## config.mk

```make
export PLATFORM = sky130hd
export DESIGN_NAME = pc_sequencer
export DESIGN_NICKNAME = d
export VERILOG_FILES = /design/src/rtl/pc_sequencer_pkg.sv /design/src/rtl/pc_sequencer_next_pc.sv /design/src/rtl/pc_sequencer.sv
export SDC_FILE = /design/constraint.sdc
export NUM_CORES = 1
export LEC_CHECK = 0
export ABC_AREA = 0
export CORE_UTILIZATION = 50
export DETAILED_ROUTE_END_ITERATION = 8
export GPL_TIMING_DRIVEN = 0
export PLACE_DENSITY_LB_ADDON = 0.25
export RECOVER_POWER = 50
export SYNTH_ARGS = -nofsm -noshare
export SYNTH_HDL_FRONTEND = slang
export SYNTH_SLANG_ARGS = --single-unit
```

## constraint.sdc

```tcl
create_clock -name clk -period 5.3 [get_ports clk]
set_clock_uncertainty 0.2 [all_clocks]
set_input_delay 1.06 -clock clk [delete_from_list [all_inputs] [get_ports clk]]
set_output_delay 1.06 -clock clk [all_outputs]
set_load 0.05 [all_outputs]
```

## src/rtl/pc_sequencer_pkg.sv

```systemverilog
// Shared state/select encodings for the Redux-V PC sequencer.
// Latency: n/a (types only). Backpressure: n/a.
// The next-PC select encoding maps bit 0 to jmx and bit 1 to bmx.
package pc_sequencer_pkg;

    localparam int PC_W_DEFAULT = 8;

    typedef enum logic [2:0] {
        ST_IDLE   = 3'd0,
        ST_FETCH  = 3'd1,
        ST_DECODE = 3'd2,
        ST_EXEC   = 3'd3,
        ST_UPDATE = 3'd4,
        ST_HALT   = 3'd5,
        ST_STEP   = 3'd6
    } state_t;

    typedef enum logic [1:0] {
        NXT_INC = 2'b00,
        NXT_BR  = 2'b01,
        NXT_JMP = 2'b10
    } nxt_sel_t;

    // Jump wins over a taken branch, so both selects can never be high together.
    function automatic nxt_sel_t next_sel(input logic jmp, input logic take_br);
        nxt_sel_t sel;
        sel = NXT_INC;
        if (jmp) begin
            sel = NXT_JMP;
        end else if (take_br) begin
            sel = NXT_BR;
        end
        return sel;
    endfunction

endpackage

```

## src/rtl/pc_sequencer_next_pc.sv

```systemverilog
// Next-PC datapath: selects reg_b (bmx), pc + signed offset (jmx) or pc + 1.
// Latency: combinational. Backpressure: none.
// All arithmetic wraps modulo 2**PC_W.
module pc_sequencer_next_pc #(
    parameter int PC_W = 8
) (
    input  logic [PC_W-1:0] pc,
    input  logic [PC_W-1:0] dec_imm,
    input  logic [PC_W-1:0] reg_b,
    input  logic            jmx,
    input  logic            bmx,
    output logic [PC_W-1:0] n_pc
);

    always_comb begin
        n_pc = pc + PC_W'(1);
        if (bmx) begin
            n_pc = reg_b;
        end else if (jmx) begin
            n_pc = pc + dec_imm;
        end
    end

endmodule

```

## src/rtl/pc_sequencer.sv

```systemverilog
// Redux-V fetch/PC control FSM: FETCH/DECODE/EXEC/UPDATE, owns the architectural PC.
// Latency: 4 cycles per instruction minimum; stalls on imem_ack and ex_done (request held, no timeout).
// SINGLE_STEP_EN adds a step input and a STEP state that gates each new fetch.
module pc_sequencer
    import pc_sequencer_pkg::*;
#(
    parameter int              PC_W     = PC_W_DEFAULT,
    parameter logic [PC_W-1:0] RESET_PC = '0,
    parameter int              CNT_W    = 16
) (
    input  logic             clk,
    input  logic             rst,
    input  logic             start,
`ifdef SINGLE_STEP_EN
    input  logic             step,
`endif
    output logic [PC_W-1:0]  imem_addr,
    output logic             imem_req,
    input  logic             imem_ack,
    output logic             ir_load,
    input  logic             dec_jmp,
    input  logic             dec_brz,
    input  logic             dec_halt,
    input  logic [PC_W-1:0]  dec_imm,
    input  logic [PC_W-1:0]  reg_b,
    input  logic             zero_flag,
    input  logic             ex_done,
    output logic             reg_we,
    output logic             jmx,
    output logic             bmx,
    output logic [PC_W-1:0]  pc,
    output logic             halted,
    output logic [CNT_W-1:0] instr_cnt
);

    state_t          state;
    nxt_sel_t        sel_q;
    logic            jmp_q;
    logic            brz_q;
    logic [PC_W-1:0] imm_q;
    logic [PC_W-1:0] rb_q;
    logic [PC_W-1:0] n_pc;

    assign imem_addr = pc;
    // imem_req is only ever high in FETCH, so this gates ack to the fetch window.
    assign ir_load   = imem_req & imem_ack;
    assign jmx       = sel_q[0];
    assign bmx       = sel_q[1];

    pc_sequencer_next_pc #(.PC_W(PC_W)) u_next_pc (
        .pc      (pc),
        .dec_imm (imm_q),
        .reg_b   (rb_q),
        .jmx     (jmx),
        .bmx     (bmx),
        .n_pc    (n_pc)
    );

    always_ff @(posedge clk or posedge rst) begin
        if (rst) begin
            state     <= ST_IDLE;
            pc        <= RESET_PC;
            instr_cnt <= '0;
            imem_req  <= 1'b0;
            sel_q     <= NXT_INC;
            reg_we    <= 1'b0;
            halted    <= 1'b0;
            jmp_q     <= 1'b0;
            brz_q     <= 1'b0;
            imm_q     <= '0;
            rb_q      <= '0;
        end else begin
            case (state)
                ST_IDLE: begin
                    if (start) begin
                        state    <= ST_FETCH;
                        imem_req <= 1'b1;
                    end
                end
                ST_FETCH: begin
                    if (imem_ack) begin
                        state    <= ST_DECODE;
                        imem_req <= 1'b0;
                    end
                end
                ST_DECODE: begin
                    jmp_q <= dec_jmp;
                    brz_q <= dec_brz;
                    imm_q <= dec_imm;
                    rb_q  <= reg_b;
                    if (dec_halt) begin
                        state  <= ST_HALT;
                        halted <= 1'b1;
                    end else begin
                        state <= ST_EXEC;
                    end
                end
                ST_EXEC: begin
                    // zero_flag only matters in the ex_done cycle
                    if (ex_done) begin
                        state  <= ST_UPDATE;
                        sel_q  <= next_sel(jmp_q, brz_q & zero_flag);
                        reg_we <= ~(jmp_q | brz_q);
                    end
                end
                ST_UPDATE: begin
                    pc        <= n_pc;
                    instr_cnt <= instr_cnt + CNT_W'(1);
                    sel_q     <= NXT_INC;
                    reg_we    <= 1'b0;
`ifdef SINGLE_STEP_EN
                    state     <= ST_STEP;
`else
                    state     <= ST_FETCH;
                    imem_req  <= 1'b1;
`endif
                end
`ifdef SINGLE_STEP_EN
                ST_STEP: begin
                    if (step) begin
                        state    <= ST_FETCH;
                        imem_req <= 1'b1;
                    end
                end
`endif
                ST_HALT: begin
                    state <= ST_HALT;
                end
                default: begin
                    state <= ST_IDLE;
                end
            endcase
        end
    end

endmodule

```

==> results.sh <==
export IMPL_status="finished clean"
export IMPL_numClockSinks=50
export IMPL_fmax_ghz=0.267
export IMPL_yosys_warnings=0
export IMPL_io_pin_count=63
export IMPL_drt_total_wl_um=5250
export IMPL_tritoncts="done"
export IMPL_clock_path_buffers=2
export IMPL_wl_per_cell_um=13.5
export IMPL_post_synth_inst_count=248
export IMPL_setup_viol=0
export IMPL_starting_density_of_the_core_pct=51.7
export IMPL_die_area_um2=5540
export IMPL_period_share_pct=70.7
export IMPL_critPathLaunchType="input port"
export IMPL_hold_violations=0
export IMPL_drive_above_1_share_pct=11.6
export IMPL_drt_iter0_drc=129
export IMPL_cp_buffers_inverters=2
export IMPL_avgSynthCellArea_um2=10.6
export IMPL_synth_async_sr_flop_share_pct=100
export IMPL_synth_seq_area_share_pct=47.7
export IMPL_gr_total_overflow=0
export IMPL_fin_util_pct=66.5
export IMPL_port_buffers=62
export IMPL_cts_repair_resize_count=0
export IMPL_min_from="halted$_DFFE_PP0P_"
export IMPL_design_final_nets=352
export IMPL_antenna_found_initial=0
export IMPL_peakVddDrop_v=0.000309
export IMPL_gr_usage_all_layers_pct=20.5
export IMPL_worst_r2r_endpoint="rb_q[1]$_DFFE_PP0N_"
export IMPL_static_leakage_power_uw=0.00150
export IMPL_drt_antenna_violating_nets=0
export IMPL_crit_path_frequent_cell="clkdlybuf4s50_1"
export IMPL_multi_input_comb_area_um2=1210
export IMPL_num_vias=2024
export IMPL_cts_hold_buffers_added=0
export IMPL_cp_required_ns=4.04
export IMPL_library_cell_with_the_highest_instance_count_after_synthesis="dfrtp_1"
export IMPL_power_per_cell_area_nw_per_um2=543
export IMPL_critical_path_reg2reg_startpoint="state[0]$_DFFE_PP0P_"
export IMPL_cp_max_fo=3
export IMPL_yosys_area_top_type="dfrtp_1"
export IMPL_worstRegToRegCells=4
export IMPL_ys_seq_elements=50
export IMPL_crit_path_top_delay_cell="clkdlybuf4s50_1"
export IMPL_first_global_vias=1852
export IMPL_setup_tns_final_ns=0
export IMPL_fp_row_count=26
export IMPL_grt_first_pass_wirelength_um=8580
export IMPL_clockRootBuffer="clkbuf_8"
export IMPL_data_arrival_at_the_endpoint_of_the_critical_path_ns=2.49
export IMPL_gp_routability_congestion=0.860
export IMPL_tritoncts_num_buffers=5
export IMPL_number_of_pins_with_negative_max_slew_slack_in_the_final_report=0
export IMPL_edff_count_synth=0
export IMPL_area_growth_from_synthesis_to_layout_pct=28.7
export IMPL_slew_headroom_pct=10.2
export IMPL_max_slew_worst_pin_slew_ns=1.34
export IMPL_dr_pass1_iters=4
export IMPL_synth_top_cell_area_share_pct=47.7
export IMPL_htreeDepth=2
export IMPL_fill_cells=438
export IMPL_rsz0062_at_grt="no"
export IMPL_min_period_ns=3.75
export IMPL_antenna_cells=0
export IMPL_crit_path_max_incr_delay_ns=0.80
export IMPL_cts_clk_slew_worst_paths_ns=0.08
export IMPL_yosys_top_cells_area="dfrtp_1 (48%), mux2_2 (7.7%), xnor2_1 (4.0%)"
export IMPL_crit_family="buffers and inverters"
export IMPL_critical_path_class="input port to output port"
export IMPL_synth_common_cells="dfrtp_1 (50), nand2_1 (23), mux2_2 (18)"
export IMPL_syn_cell_area_um2=2620
export IMPL_clk_latency_ns=0.29
export IMPL_reg2reg_setup_slack_ns=2.62
export IMPL_syn_nets=282
export IMPL_min_delay_path_class="flop to flop"
export IMPL_reg_area_um2=1250
export IMPL_hpwlAfterDp_um=3930
export IMPL_postCtsSetupRepairBufs=0
export IMPL_synthDistinctLibCells=45
export IMPL_cap_violations=0
export IMPL_postSynth_topFlopCell="dfrtp_1"
export IMPL_crit_chain="clkdlybuf4s50_1 > and2_1 > clkdlybuf4s50_1"
export IMPL_die_w_um=74.4
export IMPL_design_core_area_um2=5070
export IMPL_hold_path_endpoint="halted$_DFFE_PP0P_"
export IMPL_vias_cell=5.22
export IMPL_post_route_drc_count=0
export IMPL_maximum_number_of_pins_on_one_net_before_global_route_repair=27
export IMPL_die_height_um=74.4
export IMPL_endpoint_kind="output port"
export IMPL_whs_path_depth=1
[how the worst max path moves through the flow]
stage,from,to,slack (ns),cells past startpoint
after floorplan,imem_ack,ir_load,2.57,1
final,imem_ack,ir_load,1.55,3
after global placement,imem_ack,ir_load,1.57,3
after CTS,imem_ack,ir_load,1.54,3
after detailed placement,imem_ack,ir_load,1.55,3
after global routing,rst,imem_addr[2]$_DFFE_PP0N_,1.46,3
[report_power, final]
| part | internal, uW | switching [uW] | total (uW) | leakage, uW |
|---|---|---|---|---|
| Sequential | 517 | 109 | 625 | 0.000629 |
| Clock | 91.2 | 116 | 207 | 0.0000383 |
| Combinational | 415 | 584 | 999 | 0.000828 |
[registers in the layout, indices dropped and copies added (netlist names)]
| register | cells |
|---|---|
| brz_q | 1 |
| rb_q | 8 |
| imm_q | 8 |
| sel_q | 2 |
| halted | 1 |
| jmp_q | 1 |
| reg_we | 1 |
| instr_cnt | 16 |
| state | 3 |
| imem_addr | 8 |
| imem_req | 1 |
[cell families after synthesis]
logic type / after synthesis / share of synthesized area (%)
AO/OA/AOI/OAI: 36 / 8.63
flip-flops: 50 / 47.7
buffers and inverters: 21 / 4.96
XOR/XNOR: 17 / 5.67
adder cells (fa/ha/maj): 9 / 4.58
multiplexers: 20 / 8.49
AND/OR/NAND/NOR: 95 / 20.0
[layout make-up]
cell class | instances | area share (%)
repair buffers | 63 | 18.5
flip-flops and latches | 50 | 37.1
well taps | 70 | 2.59
clock buffers | 7 | 2.26
plain buffers | 16 | 3.15
multi-input cells | 177 | 35.9
inverters | 5 | 0.556
[per-stage QoR]
| step | power (uW) | cells | hold WS, ns | instance area, um2 | worst slack [ns] |
|---|---|---|---|---|---|
| finish | 1830 | 388 | 0.264 | 3380 | 1.55 |
| detailed placement | 1650 | 381 | 0.246 | 3350 | 1.55 |
| global route | 1950 | 388 | 0.282 | 3380 | 1.46 |
| floorplan | 1360 | 248 | 0.272 | 2620 | 2.57 |
| global placement | 1630 | 380 | 0.242 | 3330 | 1.57 |
| CTS | 1860 | 388 | 0.270 | 3430 | 1.54 |
[worst register-to-register path: cells and delay by family, from the launching register on]
family / cells / cell delay (ns)
buffers and inverters: 2 / 0.52
DFF: 1 / 0.40
muxes: 1 / 0.35
and+or+nand+nor: 1 / 1.11
[metal layers]
| metal | up-vias | routed length (um) | track usage [%] |
|---|---|---|---|
| li1 | 991 | - | - |
| met1 | 976 | 2460 | 28.7 |
| met2 | 47 | 2520 | 31.9 |
| met3 | 10 | 182 | 4.34 |
| met4 | 0 | 82 | 6.50 |
| met5 | - | 0 | 0 |
[cell usage in the layout (no fill, tap or decap), types with 4 or more instances in the layout]
cell type        count
o21ai_0              8
clkbuf_1             8
a21oi_1             11
and3_1               7
and2_1               8
nand4_1              4
buf_4                8
ha_1                 8
xor2_1               5
xnor2_1             12
inv_1                4
nand3_1              7
nor3_1              11
nor2_1              18
clkbuf_8             5
nand2_1             23
mux2_2              18
clkdlybuf4s50_1     60
dfrtp_1             50
No activity file was read; power rests on OpenSTA's default activity.
